## src/rtl/mult_pkg.sv

```systemverilog
// Shared state encoding and default sizing for the sequential shift-and-add multiplier.
// Used by seq_mult16_ctrl and mul_add_step.
package mult_pkg;

    localparam int WIDTH_DEF = 16;
    localparam int CNT_W_DEF = 5;

    typedef enum logic [1:0] {
        IDLE = 2'd0,
        RUN  = 2'd1,
        DONE = 2'd2
    } state_t;

endpackage

```

## src/rtl/mul_add_step.sv

```systemverilog
// One shift-and-add step of the multiplier: conditionally adds M to the upper half of P,
// keeps the carry and shifts the whole accumulator right by one bit.
module mul_add_step
    import mult_pkg::*;
#(
    parameter int WIDTH = WIDTH_DEF
) (
    input  logic [WIDTH-1:0]   acc_hi,
    input  logic [WIDTH-2:0]   acc_lo,
    input  logic [WIDTH-1:0]   m,
    input  logic               mq0,
    output logic [2*WIDTH-1:0] p_next
);

    logic [WIDTH:0] addend_s;
    logic [WIDTH:0] sum_s;

    // Add the gated multiplicand to the upper half; the carry becomes the new MSB after the shift.
    always_comb begin
        addend_s = {(WIDTH+1){1'b0}};
        if (mq0) begin
            addend_s = {1'b0, m};
        end else begin
            addend_s = {(WIDTH+1){1'b0}};
        end
        sum_s  = {1'b0, acc_hi} + addend_s;
        p_next = {sum_s, acc_lo};
    end

endmodule

```

## src/rtl/seq_mult16_ctrl.sv

```systemverilog
// Sequential unsigned shift-and-add multiplier controller sharing one WIDTH-bit adder over WIDTH cycles.
// Optional macro EARLY_TERM_EN: finish early once the remaining multiplier bits are all zero.
module seq_mult16_ctrl
    import mult_pkg::*;
#(
    parameter int WIDTH = WIDTH_DEF,
    parameter int CNT_W = CNT_W_DEF
) (
    input  logic               clk,
    input  logic               rst,
    input  logic               in_valid,
    output logic               in_ready,
    input  logic [WIDTH-1:0]   a,
    input  logic [WIDTH-1:0]   b,
    output logic               out_valid,
    input  logic               out_ready,
    output logic [2*WIDTH-1:0] product,
    output logic               busy
);

    localparam logic [CNT_W-1:0] LAST_CNT = CNT_W'(WIDTH - 1);

    state_t               state_r;
    logic [WIDTH-1:0]     m_r;
    logic [WIDTH-1:0]     mq_r;
    logic [2*WIDTH-1:0]   p_r;
    logic [CNT_W-1:0]     cnt_r;
    logic                 in_ready_r;
    logic                 out_valid_r;
    logic                 busy_r;
    logic [2*WIDTH-1:0]   p_step_s;

    mul_add_step #(
        .WIDTH (WIDTH)
    ) u_step (
        .acc_hi (p_r[2*WIDTH-1:WIDTH]),
        .acc_lo (p_r[WIDTH-1:1]),
        .m      (m_r),
        .mq0    (mq_r[0]),
        .p_next (p_step_s)
    );

`ifdef EARLY_TERM_EN
    logic [CNT_W-1:0]   shamt_s;
    logic [2*WIDTH-1:0] p_align_s;

    // Partial product sits WIDTH-cnt bits too high; one barrel shift puts it in place.
    always_comb begin
        shamt_s   = CNT_W'(WIDTH) - cnt_r;
        p_align_s = p_r >> shamt_s;
    end
`endif

    // Control FSM with step counter, datapath registers and registered handshake outputs.
    always_ff @(posedge clk) begin
        if (rst) begin
            state_r     <= IDLE;
            m_r         <= {WIDTH{1'b0}};
            mq_r        <= {WIDTH{1'b0}};
            p_r         <= {(2*WIDTH){1'b0}};
            cnt_r       <= {CNT_W{1'b0}};
            in_ready_r  <= 1'b1;
            out_valid_r <= 1'b0;
            busy_r      <= 1'b0;
        end else begin
            case (state_r)
                IDLE: begin
                    if (in_valid && in_ready_r) begin
                        m_r        <= a;
                        mq_r       <= b;
                        p_r        <= {(2*WIDTH){1'b0}};
                        cnt_r      <= {CNT_W{1'b0}};
                        state_r    <= RUN;
                        in_ready_r <= 1'b0;
                        busy_r     <= 1'b1;
                    end
                end
                RUN: begin
`ifdef EARLY_TERM_EN
                    if (mq_r == {WIDTH{1'b0}}) begin
                        p_r         <= p_align_s;
                        state_r     <= DONE;
                        out_valid_r <= 1'b1;
                    end else
`endif
                    begin
                        p_r   <= p_step_s;
                        mq_r  <= {1'b0, mq_r[WIDTH-1:1]};
                        cnt_r <= cnt_r + CNT_W'(1);
                        if (cnt_r == LAST_CNT) begin
                            state_r     <= DONE;
                            out_valid_r <= 1'b1;
                        end
                    end
                end
                DONE: begin
                    // Product stays in p_r untouched until the consumer takes it.
                    if (out_ready) begin
                        state_r     <= IDLE;
                        out_valid_r <= 1'b0;
                        busy_r      <= 1'b0;
                        in_ready_r  <= 1'b1;
                    end
                end
                default: begin
                    state_r     <= IDLE;
                    p_r         <= {(2*WIDTH){1'b0}};
                    cnt_r       <= {CNT_W{1'b0}};
                    in_ready_r  <= 1'b1;
                    out_valid_r <= 1'b0;
                    busy_r      <= 1'b0;
                end
            endcase
        end
    end

    assign in_ready  = in_ready_r;
    assign out_valid = out_valid_r;
    assign busy      = busy_r;
    assign product   = p_r;

endmodule

```

## config.mk

```make
export PLATFORM = sky130hd
export DESIGN_NAME = seq_mult16_ctrl
export DESIGN_NICKNAME = d
export VERILOG_FILES = /design/src/rtl/mult_pkg.sv /design/src/rtl/mul_add_step.sv /design/src/rtl/seq_mult16_ctrl.sv
export SDC_FILE = /design/constraint.sdc
export NUM_CORES = 1
export LEC_CHECK = 0
export ABC_AREA = 1
export CORE_MARGIN = 5
export CORE_UTILIZATION = 40
export CTS_CLUSTER_DIAMETER = 200
export DETAILED_ROUTE_END_ITERATION = 7
export SLEW_MARGIN = 0
export SYNTH_ARGS = -nofsm -noshare
export SYNTH_HDL_FRONTEND = slang
export SYNTH_SLANG_ARGS = --single-unit
```

## constraint.sdc

```tcl
create_clock -name clk -period 2.9 [get_ports clk]
set_input_delay 0.58 -clock clk [delete_from_list [all_inputs] [get_ports clk]]
set_output_delay 0.58 -clock clk [all_outputs]
set_load 0.05 [all_outputs]
```

== Word-level counts from Yosys, hierarchy flattened ==
Index checks and enable logic that the tools add are counted.

* Input bits: 36
* Bits in registers: 74
* Logic and storage cells: 47
* Output and inout bits: 35

* $add $sub $neg: 2
* Reduce and logical (&&, ||, !) cells: 9
* Bitwise logic cells: 3
* Mux-type cells: 19
* Equality and inequality tests: 6

{| class="wikitable"
|+ Operator list
! kind !! count
|-
| $pmux W32 S3 || 1
|-
| $mux W16 || 2
|-
| $mux W32 || 1
|-
| $pmux W16 S2 || 1
|-
| $add A16 B16 Y17 || 1
|-
| $pmux W5 S3 || 1
|-
| $pmux W1 S3 || 3
|-
| $reduce_and A3 Y1 || 3
|-
| $mux W2 || 3
|-
| $ne A2 B2 Y1 const B || 3
|-
| $pmux W2 S3 || 1
|-
| $reduce_and A2 Y1 || 3
|-
| $add A5 B1 Y5 const B || 1
|-
| $eq A5 B4 Y1 const B || 1
|-
| $mux W1 || 5
|-
| $mux W5 || 1
|-
| $not A1 Y1 || 3
|-
| $eq A2 B1 Y1 const B || 1
|-
| $eq A2 B2 Y1 const B || 1
|-
| $logic_not A2 Y1 || 1
|-
| $reduce_bool A2 Y1 || 1
|-
| $logic_and A1 B1 Y1 || 1
|}

== Longest topological paths before layout ==
* Depth after elaboration: 3
* Depth in mapped cells: 16
* Mapped depth without buffers: 14

== Modules after synthesis ==
From an unflattened synthesis, not the netlist that was laid out.

* Cell total of the unflattened synthesis: 626
* Area, all modules: 4150.2 sq um

{| class="wikitable"
|+ By module, submodules not included
! module !! area each (sq um) !! cells an instance !! instances
|-
| seq_mult16_ctrl || 2930.3 || 392 || 1
|-
| mul_add_step || 1219.9 || 234 || 1
|}

== Worst setup path before layout ==
No wires, ideal clock.

* Path type: register to register
* From: register mq_r[0]
* To: register p_r[31] (netlist: product[31])
* Path slack: 0.711 ns
* Path buffers: 2
* Setup time: 0.070 ns
* Stages on the path, launching flop included: 17
* Required time: 2.830 ns
* Arrival time: 2.118 ns
* Period minus slack after synthesis: 2.189 ns
* Cell sequence: dfxtp_1 > clkbuf_1 > clkbuf_1 > nand2_1 > inv_1 > ha_1 > inv_1 > fa_1 > inv_1 > nand3_1 > nand3_1 > nand3_1 > nand3_1 > nand2_1 > nand2_1 > nand2_1 > a21oi_1

* Word-level cells in the longest chain between the ends: 3

{| class="wikitable"
|+ RTL lines
! what !! RTL line !! RTL
|-
| start: declaration || seq_mult16_ctrl.sv:25 || <nowiki>logic [WIDTH-1:0] mq_r;</nowiki>
|-
| start signal: assignment || seq_mult16_ctrl.sv:59 || <nowiki>mq_r <= {WIDTH{1'b0}};</nowiki>
|-
| start signal: assignment || seq_mult16_ctrl.sv:88 || <nowiki>mq_r <= {1'b0, mq_r[WIDTH-1:1]};</nowiki>
|-
| $mux W16 || mul_add_step.sv:21 || <nowiki>if (mq0) begin</nowiki>
|-
| $add A16 B16 Y17 || mul_add_step.sv:26 || <nowiki>sum_s = {1'b0, acc_hi} + addend_s;</nowiki>
|-
| $pmux W32 S3 || seq_mult16_ctrl.sv:66 || <nowiki>case (state_r)</nowiki>
|-
| end signal: assignment || seq_mult16_ctrl.sv:60 || <nowiki>p_r <= {(2*WIDTH){1'b0}};</nowiki>
|-
| end signal: assignment || seq_mult16_ctrl.sv:71 || <nowiki>p_r <= {(2*WIDTH){1'b0}};</nowiki>
|-
| end signal: assignment || seq_mult16_ctrl.sv:87 || <nowiki>p_r <= p_step_s;</nowiki>
|-
| end: declaration || seq_mult16_ctrl.sv:26 || <nowiki>logic [2*WIDTH-1:0] p_r;</nowiki>
|}

Every way passes these cells.
A chain may end at the register's enable or synchronous reset.

== Final worst setup path ==
* From: register p_r[17] (netlist: product[17])
* To: output port product[17]

{| class="wikitable"
|+ RTL lines
! what !! RTL line !! RTL
|-
| end: declaration || seq_mult16_ctrl.sv:17 || <nowiki>output logic [2*WIDTH-1:0] product,</nowiki>
|}

No word-level cell between the ends.

==> key figures <==
Setup path
  • R2R depth: 13
  • Worst r2r src: mq_r[0]
  • Critical Path Start Type: flip-flop
  • Crit path max fanout: 4
  • Crit path buffers/inverters: 1
  • Critical path's largest stage delay: 0.82 ns
  • CP required: 2.32 ns
  • Worst Path Arrival: 1.56 ns
  • Critical-path cell list: clkdlybuf4s50_1
  • Crit path kind: flip-flop to output pin
  • Crit Reg-Reg Endpoint: product[27]
  • Critical path's top delay family: buffers and inverters
  • FF-to-FF setup slack: 0.78 ns
  • CP endpoint kind: output pin
  • Worst setup path startpoint: product[17]
  • Critical path's slowest cell: clkdlybuf4s50_1

Detailed routing
  • Drt first pass iters: 4
  • Iter 0 DRT Violations: 150
  • Via count: 3607
  • Antenna-violating nets left: 0
  • DR WL/cell: 12.5 um
  • DRC Markers: 0
  • Final wirelength: 9.25 mm
  • Via/cell ratio: 4.87

Clock network
  • CTS Hold Bufs: 0
  • Root Buffer Master: clkbuf_8
  • CTS Buf Count: 9
  • Clock Sinks: 74
  • Worst-path clk slew: approximately 0.090 ns
  • Postcts setup bufs: 0
  • Post-cts sizing count: 0
  • H-tree depth: 3
  • CTS tree: built
  • Clock buffer depth: 2
  • Worst-skew pair later-pin latency: 0.35 ns

GRT
  • First-pass GRT wire length: 15.8 mm
  • Grt total ovfl: 0
  • Vias in the first global route: 3462
  • Antenna violations before repair: 0
  • Total GRT Usage: 16.9%
  • Largest net degree at the start of global routing: 41

Min path
  • Hold path startpoint: busy
  • Worst hold stages: 2
  • WHS Endpoint: busy
  • Worst min-delay path category: flip-flop to flip-flop

Floorplan
  • I/O pin total: 71
  • Die span in x: between 100 and 150 um
  • # rows: 35
  • Core Box Area: 9200 um^2
  • Height of the die: 107 um
  • Die ar.: 11500 um^2
  • Initial Utilization: just over 40%

Power and ir drop
  • Tot Pwr: about 2.2 mW
  • Cell Pwr Density: between 400 and 500 nW/um^2
  • Max IR drop VDD: 0.220 mV
  • Leakage: 2.13 nW

Logic synthesis
  • Flops & latches, synth: 74
  • Gate Count Post-Synth: ~560
  • Syn_nets: 613
  • Largest area contributor in the netlist: dfxtp_1
  • Top cell type's share of synthesized area: 39.3%
  • Avg Inst Size Synth: 6.75 um^2
  • Synthesized cell area: 3770 um^2
  • Synth unique cells: 28
  • Yosys warnings: 0
  • Sequential area share after synthesis: slightly below 40%
  • Area contributors post-synth: dfxtp_1 (39%), nand2_1 (18%), a21oi_1 (8.5%)

Status
  • Outcome: complete, no violations

Timing
  • Clk_skew: 0.0104 ns
  • Slew @ Worst Pin: 0.562 ns
  • Tcrit/Tclk final: 73.8%
  • RSZ-0062 raised after global routing: no
  • Fmax: 467 MHz
  • Final Max Slew Viols: 0
  • Crit path time final: 2.14 ns
  • Max_slew headroom: 62.4%
  • Hold violation count in the final report: 0
  • Setup violators final: 0
  • Setup TNS: 0 ns
  • Worst hold slack: about 0.47 ns

Placement
  • Gpl congestion: 0.857
  • Post-DP HPWL: 6.95 mm
  • Buffers on Ports: 70

Finish
  • Util after Layout: 51.6%
  • Final net count: 680
  • Share of cells above drive strength 1: about 5.9%
  • Ant diodes: 0
  • Area grow syn2layout: 25.9%

Run
  • Max Cap Viol: 0
==> cells by family (layout without fill, tap and decap cells) <==
family	Yosys count	in the layout	share of synthesized area [%]
AND/OR/NAND/NOR	269	269	29.2
AO/OA/AOI/OAI	106	106	15.5
buffers and inverters	90	162	9.47
flip-flops	74	74	39.3
adder cells (fa/ha/maj)	19	19	6.51
==> Yosys cell counts <==
library cell / count
and2_1: 1
nand2_1: 179
nor3_1: 4
nand4_1: 1
fa_1: 1
a22oi_1: 15
buf_4: 1
ha_1: 18
nor2_4: 2
or2_0: 1
o211ai_1: 1
o21ai_1: 2
nand2_2: 1
inv_1: 65
nand3b_1: 2
a221oi_1: 2
dfxtp_1: 74
nor3_4: 1
or2_2: 5
o21ai_0: 20
buf_2: 12
nand3_1: 22
nor2_1: 50
inv_2: 3
a21oi_1: 64
clkbuf_1: 9
o21a_1: 1
a211oi_1: 1
==> power by group <==
part | switching (mW) | internal [mW]
combinational | 0.206 | 0.127
clock | 0.426 | 0.324
sequential | 0.0323 | 1.07
==> area by class of cell <==
cell class	count	area (um^2)
Clock buffer	9	124
Fill cell	955	4460
Sequential cell	74	1480
Multi-Input combinational cell	394	1930
Clock inverter	7	57.6
Inverter	68	255
Tap cell	111	139
Timing Repair Buffer	78	756
==> sequential cells by signal, indices dropped and copies added (netlist names) <==
| signal | count |
|---|---|
| in_ready | 1 |
| mq_r | 16 |
| product | 32 |
| busy | 1 |
| out_valid | 1 |
| m_r | 16 |
| state_r | 2 |
| cnt_r | 5 |
==> worst max path at each step <==
stage / to / slack (ns) / depth (start not counted)
floorplan: product[31] / 0.71 / 16
global placement: m_r[4] / 0.73 / 6
detailed placement: mq_r[8] / 0.65 / 6
CTS: product[17] / 0.72 / 1
global route: product[27] / 0.55 / 13
finish: product[17] / 0.76 / 1
==> cell usage in the layout, fill, tap and decap left out <==
| cell | count |
|---|---|
| dfxtp_1 | 74 |
| buf_4 | 8 |
| clkinvlp_4 | 2 |
| clkbuf_8 | 9 |
| a22oi_1 | 15 |
| a221oi_1 | 2 |
| inv_8 | 1 |
| nor3_1 | 4 |
| clkinv_2 | 1 |
| a21oi_1 | 64 |
| inv_6 | 3 |
| o21a_1 | 1 |
| inv_1 | 65 |
| clkdlybuf4s50_1 | 69 |
| buf_2 | 1 |
| nand2_2 | 1 |
| o21ai_0 | 20 |
| fa_1 | 1 |
| nand3b_1 | 2 |
| ha_1 | 18 |
| nor2_4 | 2 |
| o211ai_1 | 1 |
| and2_1 | 1 |
| nor2_1 | 50 |
| or2_2 | 5 |
| inv_2 | 3 |
| nand3_1 | 22 |
| nand4_1 | 1 |
| o21ai_1 | 2 |
| nand2_1 | 179 |
| nor3_4 | 1 |
| or2_0 | 1 |
| a211oi_1 | 1 |
==> stage by stage <==
step | cell area, um^2 | setup WS, ns | cells
after floorplan | 3770 | 0.711 | 558
after global placement | 4560 | 0.733 | 725
after detailed placement | 4560 | 0.653 | 725
after CTS | 4740 | 0.721 | 741
after global routing | 4740 | 0.553 | 741
final | 4740 | 0.759 | 741
==> layer usage <==
metal | part of all wire (%) | up-vias | track usage, % | wire length [um]
li1 | - | 1910 | - | -
met1 | 48 | 1637 | 22.2 | 4410
met2 | 48 | 55 | 28.1 | 4470
met3 | 3.2 | 5 | 3.25 | 296
met4 | 0.81 | 0 | 4.57 | 75
met5 | 0 | - | 0 | 0
No activity file was read; power rests on OpenSTA's default activity.
